File: src/rtl/lfsr_seq_pkg.sv
// Shared types and helpers for the LFSR hex-dump sequencer.
// Holds the FSM state enum, ASCII constants, nibble-to-ASCII conversion.
// LFSR_CRLF_EN selects a CR/LF terminator instead of a single space.
package lfsr_seq_pkg;

   typedef enum logic [2:0] {
      IDLE,
      STEP,
      CAPTURE,
      SEND,
      TERM
   } state_t;

   localparam logic [7:0] ASCII_CR    = 8'h0D;
   localparam logic [7:0] ASCII_LF    = 8'h0A;
   localparam logic [7:0] ASCII_SPACE = 8'h20;

`ifdef LFSR_CRLF_EN
   localparam logic [7:0] TERM_FIRST = ASCII_CR;
`else
   localparam logic [7:0] TERM_FIRST = ASCII_SPACE;
`endif

   // 0-9 -> '0'-'9', 10-15 -> 'A'-'F'
   function automatic logic [7:0] nib2ascii(input logic [3:0] n);
      if (n < 4'd10)
         return 8'h30 + {4'h0, n};
      else
         return 8'h37 + {4'h0, n};
   endfunction

   // Nibble i of a 16-bit word, i=0 being the most significant
   function automatic logic [3:0] nib_sel(input logic [15:0] v,
                                          input logic [1:0]  i);
      logic [3:0] r;
      unique case (i)
         2'd0:    r = v[15:12];
         2'd1:    r = v[11:8];
         2'd2:    r = v[7:4];
         default: r = v[3:0];
      endcase
      return r;
   endfunction

endpackage

File: src/rtl/lfsr_tx_sequencer_tick.sv
// Sample-period tick generator (module lfsr_tick_gen).
// Ports: CLK50MHZ, reset_n (async low), run (enable), tick (1-cycle pulse).
module lfsr_tick_gen #(
   parameter int TICK_DIV = 50_000_000
) (
   input  logic CLK50MHZ,
   input  logic reset_n,
   input  logic run,
   output logic tick
);

   localparam int CW = $clog2(TICK_DIV);
   localparam logic [CW-1:0] LAST = CW'(TICK_DIV - 1);

   logic [CW-1:0] cnt;

   // Tick is asserted in the last count cycle so the state machine
   // reacts on the wrap edge, TICK_DIV edges after run rises.
   assign tick = run && (cnt == LAST);

   always_ff @(posedge CLK50MHZ or negedge reset_n) begin
      if (!reset_n)
         cnt <= '0;
      else if (!run)
         cnt <= '0;
      else if (cnt == LAST)
         cnt <= '0;
      else
         cnt <= cnt + 1'b1;
   end

endmodule

File: src/rtl/lfsr_tx_sequencer.sv
// Periodically steps an external LFSR, captures it and sends it as four
// uppercase hex ASCII bytes plus a terminator over a valid/ready link.
// Ports: CLK50MHZ, reset_n, run, lfsr_q in; lfsr_step, tx_data, tx_valid out;
// tx_ready in; disp_value, busy, overrun out.
// LFSR_CRLF_EN: terminator CR LF (6 bytes/frame), else a space (5 bytes).
module lfsr_tx_sequencer
   import lfsr_seq_pkg::*;
#(
   parameter int TICK_DIV = 50_000_000,
   parameter int LFSR_W   = 16
) (
   input  logic              CLK50MHZ,
   input  logic              reset_n,
   input  logic              run,
   input  logic [LFSR_W-1:0] lfsr_q,
   output logic              lfsr_step,
   output logic [7:0]        tx_data,
   output logic              tx_valid,
   input  logic              tx_ready,
   output logic [LFSR_W-1:0] disp_value,
   output logic              busy,
   output logic              overrun
);

   state_t            state;
   logic [LFSR_W-1:0] shadow;
   logic [1:0]        idx;
   logic              tick;
   logic              accept;

   assign accept = tx_valid && tx_ready;

   lfsr_tick_gen #(
      .TICK_DIV (TICK_DIV)
   ) u_tick (
      .CLK50MHZ (CLK50MHZ),
      .reset_n  (reset_n),
      .run      (run),
      .tick     (tick)
   );

   always_ff @(posedge CLK50MHZ or negedge reset_n) begin
      if (!reset_n) begin
         state      <= IDLE;
         lfsr_step  <= 1'b0;
         tx_data    <= 8'h00;
         tx_valid   <= 1'b0;
         disp_value <= '0;
         busy       <= 1'b0;
         overrun    <= 1'b0;
         shadow     <= '0;
         idx        <= 2'd0;
      end else begin
         // A tick that lands mid-frame is dropped but remembered
         if (tick && state != IDLE)
            overrun <= 1'b1;

         unique case (state)
            IDLE: begin
               if (tick) begin
                  state     <= STEP;
                  lfsr_step <= 1'b1;
                  busy      <= 1'b1;
               end
            end
            STEP: begin
               lfsr_step <= 1'b0;
               state     <= CAPTURE;
            end
            CAPTURE: begin
               shadow     <= lfsr_q;
               disp_value <= lfsr_q;
               tx_data    <= nib2ascii(nib_sel(lfsr_q, 2'd0));
               tx_valid   <= 1'b1;
               idx        <= 2'd0;
               state      <= SEND;
            end
            SEND: begin
               if (accept) begin
                  if (idx == 2'd3) begin
                     tx_data <= TERM_FIRST;
                     state   <= TERM;
                  end else begin
                     idx     <= idx + 2'd1;
                     tx_data <= nib2ascii(nib_sel(shadow, idx + 2'd1));
                  end
               end
            end
            TERM: begin
               if (accept) begin
`ifdef LFSR_CRLF_EN
                  if (tx_data == ASCII_CR) begin
                     tx_data <= ASCII_LF;
                  end else begin
                     tx_data  <= 8'h00;
                     tx_valid <= 1'b0;
                     busy     <= 1'b0;
                     state    <= IDLE;
                  end
`else
                  tx_data  <= 8'h00;
                  tx_valid <= 1'b0;
                  busy     <= 1'b0;
                  state    <= IDLE;
`endif
               end
            end
            default: state <= IDLE;
         endcase
      end
   end

endmodule

File: config.mk
export PLATFORM = sky130hd
export DESIGN_NAME = lfsr_tx_sequencer
export DESIGN_NICKNAME = d
export VERILOG_FILES = /design/src/rtl/lfsr_seq_pkg.sv /design/src/rtl/lfsr_tx_sequencer_tick.sv /design/src/rtl/lfsr_tx_sequencer.sv
export SDC_FILE = /design/constraint.sdc
export NUM_CORES = 1
export LEC_CHECK = 0
export BUFFER_PORTS_ARGS = -buffer_cell sky130_fd_sc_hd__buf_2
export CAP_MARGIN = 20
export CELL_PAD_IN_SITES_DETAIL_PLACEMENT = 2
export CELL_PAD_IN_SITES_GLOBAL_PLACEMENT = 2
export CORE_ASPECT_RATIO = 1.5
export CORE_MARGIN = 1
export CORE_UTILIZATION = 35
export DETAILED_ROUTE_END_ITERATION = 8
export PLACE_DENSITY = 0.79
export SETUP_SLACK_MARGIN = 0.15
export SYNTH_ARGS = -nofsm -noshare
export SYNTH_HDL_FRONTEND = slang
export SYNTH_SLANG_ARGS = --single-unit
File: constraint.sdc
create_clock -name CLK50MHZ -period 5.98 [get_ports CLK50MHZ]
set_clock_uncertainty 0.05 [all_clocks]
set_input_delay 0 -clock CLK50MHZ [delete_from_list [all_inputs] [get_ports CLK50MHZ]]
set_output_delay 0 -clock CLK50MHZ [all_outputs]
set_load 0.05 [all_outputs]
# Word level (Yosys, flattened, before mapping)
# Cells that the tools add are included.
[word_totals]
word_cells = 73
output_inout_bits = 28
inputBits = 20
register_bits = 59
[classes]
muxes = 26
add_sub_neg = 6
order_cmp = 2
n_eq_ne = 13
n_reduce_logical = 17
[op_table]
columns = ["cell", "n"]
rows = [
  ["2-to-1 mux 26 bit", 2],
  ["adder 6 x 4 -> 7 bit, first input constant", 4],
  ["adder 26 x 1 -> 26 bit, second input constant", 1],
  ["== test 26 bit, second input constant", 1],
  ["one-hot mux 8 bit (3 select lines)", 1],
  ["2-to-1 mux 7 bit", 3],
  ["2-to-1 mux 4 bit", 4],
  ["2-to-1 mux 8 bit", 2],
  ["one-hot mux 3 bit (5 select lines)", 1],
  ["2-to-1 mux 3 bit", 4],
  ["one-hot mux 4 bit (3 select lines)", 1],
  ["inequality test 2 bit, second input constant", 5],
  ["AND reduction 3 bit", 3],
  ["< comparator 4 bit, second input constant", 2],
  ["nonzero test 2 bit", 4],
  ["== test 3 x 2 -> 1 bit, second input constant", 2],
  ["one-hot mux 1 bit (2 select lines)", 3],
  ["nonzero test 3 bit", 2],
  ["== test 2 bit, second input constant", 2],
  ["2-to-1 mux 2 bit", 2],
  ["one-hot mux 2 bit (2 select lines)", 1],
  ["AND reduction 2 bit", 2],
  ["AND reduction 4 bit", 1],
  ["== test 3 x 1 -> 1 bit, second input constant", 1],
  ["7 further kinds", 10],
]

# Logic depth before layout (Yosys ltp)
# Gate-level depths: netlist (run 1).
[depth]
depth_word = 11
mapped_depth = 9
mapped_depth_nobuf = 9

# Modules after synthesis
# A second synthesis (run 1) with hierarchy kept.
[unflattened]
hier_cells = 299
hier_area_um2 = 3046.7
[by_module_without_submodules]
columns = ["module", "seq_area_each_um2", "area_each_um2", "n_inst", "cells_per_inst"]
rows = [
  ["lfsr_tx_sequencer", 800.8, 1672.9, 1, 160],
  ["lfsr_tick_gen", 650.6, 1373.8, 1, 139],
]

# Worst setup path before layout (run 1)
# OpenSTA, ideal clock, no wires.
[synth_timing]
path_kind = "register to register"
start = "register idx[0]"
end = "register tx_data[6]"
setup_ns = 0.126
arrival_time_ns = 1.904
required_ns = 5.804
path_stages_with_launch = 10
path_buffers = 0
slack_ns = 3.900
cell_sequence = "dfrtp_1 > inv_1 > ha_1 > a222oi_1 > mux2i_1 > inv_2 > ha_1 > nor2_1 > o21a_1 > a221o_1"
[synth_between]
elab_chain_cells = 11
[synth_rtl]
columns = ["element", "line_no", "source"]
rows = [
  ["start: declaration", "lfsr_tx_sequencer.sv:27", "logic [1:0] idx;"],
  ["start signal: assignment", "lfsr_tx_sequencer.sv:84", "idx <= idx + 2'd1;"],
  ["adder 2 x 1 -> 2 bit", "lfsr_tx_sequencer.sv:85", "tx_data <= nib2ascii(nib_sel(shadow, idx + 2'd1));"],
  ["== test 2 bit (tied with other cells)", "lfsr_seq_pkg.sv:36", "unique case (i)"],
  ["one-hot mux 4 bit (3 select lines)", "lfsr_seq_pkg.sv:36", ""],
  ["2-to-1 mux 4 bit", "lfsr_tx_sequencer.sv:80", "if (idx == 2'd3) begin"],
  ["2-to-1 mux 4 bit", "lfsr_tx_sequencer.sv:79", "if (accept) begin"],
  ["2-to-1 mux 4 bit", "lfsr_tx_sequencer.sv:58", "unique case (state)"],
  ["adder 6 x 4 -> 7 bit (tied with other cells)", "lfsr_seq_pkg.sv:29", "return 8'h37 + {4'h0, n};"],
  ["2-to-1 mux 7 bit", "lfsr_seq_pkg.sv:26", "if (n < 4'd10)"],
  ["2-to-1 mux 7 bit (*)", "lfsr_tx_sequencer.sv:80", ""],
  ["2-to-1 mux 8 bit (*)", "lfsr_tx_sequencer.sv:79", ""],
  ["one-hot mux 8 bit (3 select lines) (*)", "lfsr_tx_sequencer.sv:58", ""],
  ["end signal: assignment", "lfsr_tx_sequencer.sv:73", "tx_data <= nib2ascii(nib_sel(lfsr_q, 2'd0));"],
  ["end signal: assignment", "lfsr_tx_sequencer.sv:85", ""],
  ["end: declaration", "lfsr_tx_sequencer.sv:17", "output logic [7:0] tx_data,"],
]
# Mark *: on every way between the ends. The rest lies on a longest branch, timed or not. The select of a mux whose other input is x is not followed.
# A chain may end at the register's enable or synchronous reset.

# Worst setup path after layout (run 1)
[layout_timing]
start = "register idx[1]"
end = "register tx_data[1]"
# The elaborated chain is that of the path after synthesis.

==> results_dict.tcl, run 1 <==
set metrics [dict create \
    drtPass1Iterations 5 \
    gp_congestion 0.775 \
    min_period_ns 2.57 \
    fin_crit_sh_pct 43.0 \
    status "finished clean" \
    synth.distinct_cells 51 \
    p_sw_uw 219 \
    p_per_area_nw_per_um2 263 \
    gr-usage-all-layers_pct 23.1 \
    cp_cell_sequence "inv_1 -> ha_1 -> a222oi_1 -> mux2i_1 -> inv_2 -> ha_1 -> a2111oi_0 -> o31a_1" \
    grt_pass1_vias 2705 \
    min_path_type "input port to async pin" \
    path_common_cell "ha_1" \
    path_max_fanout 4 \
    avgSynthCellArea_um2 10.4 \
    clk_pin_slew_worst_paths_ns 0.06 \
    syn_area_um2 2970 \
    worstMarginPinSlew_ns 0.984 \
    cts_tree "yes" \
    row_count 40 \
    die_w_um 77.2 \
    fin_total_pwr_uw 990 \
    layout-drive-gt1-share_pct 19.8 \
    switching_share_pct 22.1 \
    p_leak_uw 0.00183 \
    p_int_uw 771 \
    die_height_um 115 \
    final_core_util_pct 46.5 \
    core_um2 8110 \
    cts_root_buffer "clkbuf_16" \
    cts_buffer_depth 2 \
    cap_violations 0 \
    synth_nets 314 \
    yosys_warnings 0 \
    grt_use_met1_pct 24.0 \
    synth_edf_count 0 \
    fin_tns_setup_ns 0 \
    pwr-share-seq_pct 40.3 \
    critical_path_arrival_ns 2.78 \
    die_area_um2 8860 \
    slowest_delay_ns 0.51 \
    pwr-share-comb_pct 5.7 \
    drt-wirelength-per-cell_um 20.0 \
    drt_wl_total_um 9250 \
    rsz0062_at_grt "no" \
    grt_use_met3_pct 4.92 \
    async_flop_share_pct 100 \
    io_pins 48 \
    max_slew_margin_pct 34.4 \
    fmaxAchievable_ghz 0.389 \
    clockPowerShare_pct 54.0 \
    syn_to_final_growth_pct 27.1 \
    required_ns 6.20 \
    grt_most_used_layer "met2" \
    worstSkewPairLatency_ns 0.33 \
    grt_first_pass_wirelength_um 15100 \
    clock-sinks 58 \
    initialDrtViolationCount 104 \
    hpwlAfterDp_um 5990 \
    grt_max_degree 59 \
    ir_drop_mv 0.133 \
    synth_cells 286 \
    drc 0 \
    start_util_pct 36.6 \
    path_class "flop to flop" \
    globalRouteOverflowTotal 0 \
    hold_violations 0 \
    maxSlewViolCount 0 \
    slowest_stage "a2111oi_0" \
    critPathLaunchType "flop" \
    crit_path_end_kind "flop" \
    antenna_cells 0 \
    final_nets 382 \
    use_met2_pct 43.8 \
    ant_nets 0 \
    ys.flop_type "dfrtp_1" \
    vias_per_cell 5.25 \
    setup_viol 0 \
    ys_ff_latch 58 \
    htreeDepth 3 \
    port_buffers 46 \
    numCtsBuffers 9 \
    yosysSeqAreaShare_pct 48.9 \
    antenna_found_initial 0 \
    vias 2433 \
]
-- registers in the layout, summed over array words and instances, names as in the netlist --
signal / cells
state: 3
shadow: 16
tx_data: 7
idx: 2
tx_valid: 1
lfsr_step: 1
busy: 1
u_tick.cnt: 26
overrun: 1
-- cell usage after synthesis (2+ instances only) --
cell type	count	share of area (%)
dfrtp_1	58	49
nor2_1	39	4.9
nand2_1	21	2.7
xor2_1	17	5.0
mux2_1	14	5.3
inv_1	10	1.3
nand3_1	10	1.7
nand4_1	9	1.9
xnor2_1	9	2.7
a21oi_1	8	1.3
ha_1	8	3.4
o21ai_1	7	1.2
and3_1	6	1.3
mux2i_1	5	1.7
a222oi_1	4	1.3
and2_1	4	0.84
buf_4	4	1.0
nand2b_1	4	0.84
o21ai_0	4	0.67
o31ai_1	3	0.76
a211oi_1	2	0.51
and4_1	2	0.59
buf_1	2	0.25
buf_6	2	0.76
clkinv_1	2	0.25
inv_2	2	0.25
nand4b_1	2	0.59
nor3_1	2	0.34
nor3_2	2	0.67
nor4_1	2	0.42
or3_1	2	0.42
-- cell type report --
| class | count | area, um2 |
|---|---|---|
| multi-input cells | 204 | 1390 |
| repair buffers | 67 | 435 |
| well taps | 105 | 131 |
| flip-flops and latches | 58 | 1450 |
| fillers | 872 | 4340 |
| clock inverters | 2 | 35.0 |
| inverters | 14 | 52.6 |
| clock buffers | 13 | 270 |
-- cell usage in the layout, fill, tap and decap left out, types with 2 or more instances in the layout --
| cell type | n |
|---|---|
| nor2_1 | 39 |
| o31ai_1 | 3 |
| nor4_1 | 2 |
| o21ai_0 | 4 |
| o21ai_1 | 7 |
| and4_1 | 2 |
| buf_2 | 46 |
| mux2i_1 | 5 |
| and2_1 | 4 |
| nor3_2 | 2 |
| nand4_1 | 9 |
| a222oi_1 | 4 |
| nor3_1 | 2 |
| and3_1 | 6 |
| nand2_1 | 21 |
| dfrtp_1 | 58 |
| mux2_1 | 14 |
| clkbuf_8 | 3 |
| inv_2 | 2 |
| clkinv_1 | 2 |
| ha_1 | 8 |
| dlygate4sd3_1 | 19 |
| nand4b_1 | 2 |
| xnor2_1 | 9 |
| clkbuf_16 | 9 |
| inv_1 | 10 |
| nand2b_1 | 4 |
| or3_1 | 2 |
| a21oi_1 | 8 |
| xor2_1 | 17 |
| a211oi_1 | 2 |
| nand3_1 | 10 |
| buf_4 | 2 |
-- routing by layer --
layer / vias to the layer above / wire, um
met1: 1230 / 3590
li1: 1131 / -
met5: - / 0
met2: 50 / 5130
met3: 22 / 254
met4: 0 / 266
-- worst paths after layout --
check	from	endpoint	slack [ns]	cells past startpoint
max in group asynchronous	reset_n	overrun	5.06	3
min in group CLK50MHZ	lfsr_q[1]	shadow[1]	0.37	4
worst min-delay path	reset_n	shadow[1]	0.31	3
worst max-delay path	idx[1]	tx_data[1]	3.41	8
worst min register to register	overrun	overrun	0.44	1
worst max register to register	idx[1]	tx_data[1]	3.41	8
-- power by group through the flow --
stage	sequential (uW)	combinational [uW]	clock, uW
CTS	400	56.7	542
finish	400	56.0	535
floorplan	414	15.8	0
global placement	406	44.6	0
global route	400	60.9	561
detailed placement	406	45.7	0
-- worst max-delay path, delay by kind of cell, from the launching register on --
kind | cells | cell delay, ns
adders and majority gates | 2 | 0.59
DFF | 1 | 0.42
buffers and inverters | 2 | 0.24
AOI/OAI and AO/OA | 3 | 0.82
muxes | 1 | 0.38
-- kinds of logic after synthesis --
group	after synthesis	synth area share (%)
compound gates	40	9.66
xor+xnor	26	7.68
fa+ha+maj	8	3.37
mux	19	7.00
simple gates	110	19.1
other cells	1	0.126
flops	58	48.9
buf+inv	24	4.09
-- through the flow --
step / cell area, um2 / hold WS [ns] / setup slack, ns / instances
2_1_floorplan: 2970 / -0.346 / 3.90 / 286
3_3_place_gp: 3270 / 0.152 / 3.43 / 429
3_5_place_dp: 3270 / 0.158 / 3.44 / 429
4_1_cts: 3770 / 0.346 / 3.47 / 463
5_1_grt: 3770 / 0.388 / 3.22 / 463
6_report: 3770 / 0.314 / 3.41 / 463
-- what timing repair did --
action,CTS,global route
gates resized for setup,0,0
setup endpoints to repair,0,0
endpoints found under the hold margin,76,0
hold buffers,19,0
setup buffers,0,0
No activity file was read; power rests on OpenSTA's default activity.
==> run 2, diff against run 1 <==
- clock period: 5.98 -> 2.5 ns (I/O delays scaled with it)
==> results_dict.tcl, run 2 (synthesis results as in run 1) <==
set metrics [dict create \
    slowest_delay_ns 0.49 \
    drt-wirelength-per-cell_um 21.1 \
    r2r_start "idx[1]" \
    cts_root_buffer "clkbuf_16" \
    drc 0 \
    antenna_cells 0 \
    setup_viol 0 \
    fmaxAchievable_ghz 0.420 \
    maxSlewViolCount 0 \
    grt_pass1_vias 2862 \
    io_pins 48 \
    slowest_stage "a222oi_1" \
    crit_path_end_kind "flop" \
    die_height_um 115 \
    min_period_ns 2.38 \
    path_depth 9 \
    critPathLaunchType "flop" \
    syn_to_final_growth_pct 31.2 \
    drt_wl_total_um 9930 \
    vias_per_cell 5.34 \
    clock-sinks 58 \
    gp_congestion 0.838 \
    largest_reg_flops 26 \
    path_class "flop to flop" \
    antenna_found_initial 0 \
    core_um2 8110 \
    row_count 40 \
    pwr-share-comb_pct 6.0 \
    grt_max_degree 33 \
    worstMarginPinSlew_ns 0.659 \
    final_cell_mix "57 x dfrtp_1, 46 x buf_2, 39 x nor2_1, 21 x nand2_1, 19 x dlygate4sd3_1" \
    ant_nets 0 \
    cp_num_buf_inv 3 \
    max_slew_margin_pct 56.1 \
    htreeDepth 3 \
    globalRouteOverflowTotal 0 \
    required_ns 2.65 \
    die_w_um 77.2 \
    die_area_um2 8860 \
    hpwlAfterDp_um 6200 \
    fin_tns_setup_ns 0 \
    final_common_cell "dfrtp_1" \
    cts_buffer_depth 2 \
    min_path_type "input port to async pin" \
    r2r-end "tx_data[1]" \
    vias 2516 \
    largest_register "u_tick.cnt" \
    port_buffers 46 \
    critical_path_arrival_ns 2.53 \
    pwr-share-seq_pct 41.0 \
    cap_violations 0 \
    drtPass1Iterations 4 \
    stdcell_count 471 \
    switching_share_pct 21.7 \
    layout-drive-gt1-share_pct 24.0 \
    clk_pin_slew_worst_paths_ns 0.05 \
    p_leak_uw 0.00186 \
    numCtsBuffers 9 \
    cts_tree "yes" \
    cp_cell_sequence "inv_2 -> ha_4 -> a222oi_1 -> mux2i_2 -> buf_4 -> buf_4 -> a21oi_1 -> a2111oi_2 -> o31a_1" \
    r2r_setup_slack_ns 0.12 \
    final_nets 389 \
    p_per_area_nw_per_um2 600 \
    grt_first_pass_wirelength_um 15900 \
    rsz0062_at_grt "yes" \
    gr-usage-all-layers_pct 23.9 \
    worstSkewPairLatency_ns 0.33 \
    crit_family "compound AO/OA/AOI/OAI gates" \
    reg_top3 "u_tick.cnt x26, shadow x16, tx_data x7" \
    ir_drop_mv 0.386 \
    hold_violations 0 \
    path_max_fanout 4 \
    start_util_pct 36.6 \
    initialDrtViolationCount 153 \
    dp.cells 431 \
    p_int_uw 1830 \
    p_sw_uw 507 \
    r2r_cells 9 \
    status "finished clean" \
    clockPowerShare_pct 53.0 \
    fin_crit_sh_pct 95.3 \
    path_common_cell "buf_4" \
]
## run 2: repair_timing
action                                  CTS  global route
gates resized for setup                   2            14
endpoints found under the setup margin    2            32
hold buffers                             19             0
hold endpoints to repair                 45             0
setup buffers                             1             4
pin swaps                                 1             3
## run 2: worst register-to-register path: stages (launching register included)
cell	delay (ns)
dfrtp_1	0.40
inv_2	0.10
ha_4	0.19
a222oi_1	0.49
mux2i_2	0.16
buf_4	0.17
buf_4	0.14
a21oi_1	0.20
a2111oi_2	0.09
o31a_1	0.27
## run 2: cell type report
class                   instances  area (um2)
clock buffers                  14         264
clock inverters                 2        35.0
fillers                       858        4220
inverters                      14        52.6
multi-input cells             204        1460
flip-flops and latches         58        1450
well taps                     105         131
repair buffers                 74         500
## run 2: stage by stage
stage | total power (uW) | utilization (%) | hold slack [ns] | worst slack [ns] | area [um2]
final | 2340 | 48.0 | 0.190 | 0.119 | 3890
after global routing | 2420 | 48.0 | 0.239 | 0.0729 | 3890
after CTS | 2360 | 46.9 | 0.212 | 0.146 | 3800
after detailed placement | 1080 | 40.7 | 0.0273 | 0.0835 | 3300
after global placement | 1080 | 40.7 | 0.0152 | 0.252 | 3300
after floorplan | 1030 | - | -0.346 | 0.420 | 2970
## run 2: power by group through the flow
stage	combinational, uW	sequential (uW)	clock, uW
after CTS	139	956	1260
after floorplan	37.8	991	0
after global placement	109	971	0
final	139	958	1240
after detailed placement	113	972	0
after global routing	153	958	1310
## run 2: worst max path at each step
stage,slack (ns),startpoint,end
final,0.12,idx[1],tx_data[1]
after global placement,0.25,idx[0],tx_data[1]
after floorplan,0.42,idx[0],tx_data[6]
after detailed placement,0.08,idx[0],tx_data[1]
after global routing,0.07,idx[1],tx_data[5]
after CTS,0.15,idx[0],tx_data[6]
## run 2: routing by layer
layer  wire length (um)  global-route usage, %  part of all wire (%)  vias to the layer above
li1                   -                      -                     -                     1148
met1               3730                   25.9                    38                     1280
met2               5580                   44.0                    56                       61
met3                234                   4.21                   2.4                       27
met4                380                   13.0                   3.8                        0
met5                  0                      0                     0                        -
==> run 3, diff against run 2 <==
- ABC_AREA: default -> 1
- ABC_CLOCK_PERIOD_IN_PS: default -> 2500
- CORE_UTILIZATION: 35 -> 32
==> results_dict.tcl, run 3 <==
set metrics [dict create \
    path_max_fanout 6 \
    vias 3262 \
    p_leak_uw 0.00210 \
    pre_cts_ws_ns 0.389 \
    final_common_cell "nand2_1" \
    reg_top3 "u_tick.cnt x26, shadow x16, tx_data x7" \
    synth_top_area_share_pct 44.3 \
    setup_slack_ns 0.385 \
    max_slew_margin_pct 48.3 \
    row_count 44 \
    synth_nets 472 \
    fin_tns_setup_ns 0 \
    yosys-top-cells-area "dfrtp_1 44%, nand2_1 15%, nor2_1 8.1%" \
    dp.cells 604 \
    synthMuxAreaShare_pct 0 \
    fin_crit_sh_pct 84.6 \
    min_path_type "input port to flop" \
    min_from "tx_ready" \
    multiInputGateArea_um2 1610 \
    grt_pass1_vias 3764 \
    largest_reg_flops 26 \
    synth.distinct_cells 36 \
    globalRouteOverflowTotal 0 \
    synth-compound-area-share_pct 6.61 \
    cts_root_buffer "clkbuf_16" \
    io_pins 48 \
    seq_area_um2 1450 \
    final_cell_mix "130 x nand2_1, 70 x nor2_1, 58 x dfrtp_1, 46 x inv_1, 46 x buf_2" \
    syn_to_final_growth_pct 27.9 \
    p_per_area_nw_per_um2 1270 \
    drt-wirelength-per-cell_um 17.7 \
    antenna_found_initial 0 \
    htreeDepth 3 \
    hold_end "state[2]" \
    clock-sinks 58 \
    cap_violations 0 \
    ant_nets 0 \
    worstSkewPairLatency_ns 0.33 \
    layout-drive-gt1-share_pct 16.6 \
    fmaxAchievable_ghz 0.473 \
    syn_area_um2 3280 \
    critPathLaunchType "flop" \
    die_area_um2 10700 \
    whs_path_depth 4 \
    gr-usage-all-layers_pct 23.4 \
    yosysTopAreaCell "dfrtp_1" \
    r2r_setup_slack_ns 0.39 \
    setup_viol 0 \
    port_buffers 46 \
    numCtsBuffers 9 \
    async_flop_share_pct 100 \
    die_height_um 126 \
    drtPass1Iterations 4 \
    maxSlewViolCount 0 \
    final_nets 546 \
    required_ns 2.71 \
    r2r-end "tx_data[0]" \
    min_period_ns 2.11 \
    synth_top_family_by_area "simple AND/OR/NAND/NOR gates" \
    start_util_pct 33.4 \
    synth_xor_xnor_area_share_pct 3.21 \
    antenna_cells 0 \
    grt_first_pass_wirelength_um 19000 \
    r2r_cells 12 \
    stdcell_count 638 \
    die_w_um 84.6 \
    core_um2 9800 \
    avgSynthCellArea_um2 7.38 \
    hpwlAfterDp_um 8300 \
    synth_cells 444 \
    drc 0 \
    synth_edf_count 0 \
    hold_violations 0 \
    yosysSeqAreaShare_pct 44.3 \
    worstMarginPinSlew_ns 0.776 \
    clk_pin_slew_worst_paths_ns 0.06 \
    ys.flop_type "dfrtp_1" \
    grt_max_degree 33 \
    rsz0062_at_grt "no" \
    synth.top_cells.by_count "131 x nand2_1, 71 x nor2_1, 58 x dfrtp_1" \
    critical_path_arrival_ns 2.32 \
    largest_register "u_tick.cnt" \
    fillers 1167 \
    path_class "flop to flop" \
    cts_buffer_depth 2 \
    status "finished clean" \
    synthAdderAreaFrac_pct 3.05 \
    synth-simple-area-share_pct 36.0 \
    initialDrtViolationCount 44 \
    crit_path_end_kind "flop" \
    cts_tree "yes" \
    ys_ff_latch 58 \
    yosys_warnings 0 \
    r2r_start "idx[0]" \
    gp_congestion 0.838 \
    yosysMostFrequentCell "nand2_1" \
    ir_drop_mv 0.629 \
    vias_per_cell 5.11 \
    drt_wl_total_um 11300 \
]
==> run 3: changes by cell type after synthesis, moves of 7 or more <==
cell	change
a21oi_1	+9
inv_1	+36
mux2_1	-14
nand2_1	+110
nand3_1	+24
nor2_1	+32
o21ai_0	+9
o21ai_1	-7
xor2_1	-8
==> run 3: area by class of cell <==
type | count | share of cell area, %
flip-flops and latches | 58 | 34.6
repair buffers | 68 | 10.5
inverters | 51 | 4.57
clock inverters | 4 | 2.33
multi-input cells | 330 | 38.4
clock buffers | 12 | 6.12
well taps | 115 | 3.43
==> run 3: routing by layer <==
layer | global-route usage [%] | up-vias | share of wire (%)
li1 | - | 1555 | -
met1 | 23.5 | 1628 | 37
met2 | 46.0 | 53 | 57
met3 | 3.47 | 26 | 2.0
met4 | 11.4 | 0 | 3.5
met5 | 0 | - | 0
==> run 3: worst max path at each step <==
| stage | startpoint | end | slack (ns) |
|---|---|---|---|
| 2_1_floorplan | idx[0] | tx_data[2] | 0.74 |
| 3_3_place_gp | idx[0] | tx_data[0] | 0.47 |
| 3_5_place_dp | idx[0] | tx_data[5] | 0.39 |
| 4_1_cts | idx[0] | tx_data[5] | 0.18 |
| 5_1_grt | idx[0] | tx_data[2] | 0.18 |
| 6_report | idx[0] | tx_data[0] | 0.39 |
==> run 3: critical path, cell delays in order, from the launching register on <==
cell	delay, ns
dfrtp_1	0.43
inv_1	0.15
ha_1	0.26
nand2_1	0.08
nand2_1	0.10
inv_1	0.05
nand2_1	0.08
nand2_1	0.14
nand2_2	0.16
nand2_1	0.16
nand2_1	0.13
nand3_1	0.11
a21oi_1	0.14
==> run 3: logic make-up (layout without fill, tap and decap cells) <==
family	after synthesis	after routing
buffers and inverters	56	135
adders and majority gates	8	8
other	1	1
DFF	58	58
and+or+nand+nor	271	271
AOI/OAI and AO/OA	38	38
xor gates and xnor gates	12	12
==> run 3: stage by stage <==
stage / utilization [%] / total power (uW) / area, um2 / hold slack (ns)
finish: 42.8 / 5330 / 4190 / 0.0833
global route: 42.8 / 5670 / 4190 / 0.153
CTS: 42.7 / 5350 / 4190 / 0.0877
detailed placement: 37.3 / 3770 / 3650 / 0.0547
global placement: 37.3 / 3680 / 3650 / 0.0570
floorplan: - / 3070 / 3280 / -0.346
==> run 3: power breakdown <==
part           total (uW)  internal, uW  leakage (uW)  switching, uW
combinational        2450           617       0.00118           1840
sequential           1390          1180      0.000751            215
clock                1480          1030      0.000169            455
==> run 3: repair_timing <==
action,in CTS,in global routing
gates resized for setup,0,3
endpoints found under the hold margin,51,0
setup buffers,0,0
hold buffers,18,0
setup endpoints to repair,0,4
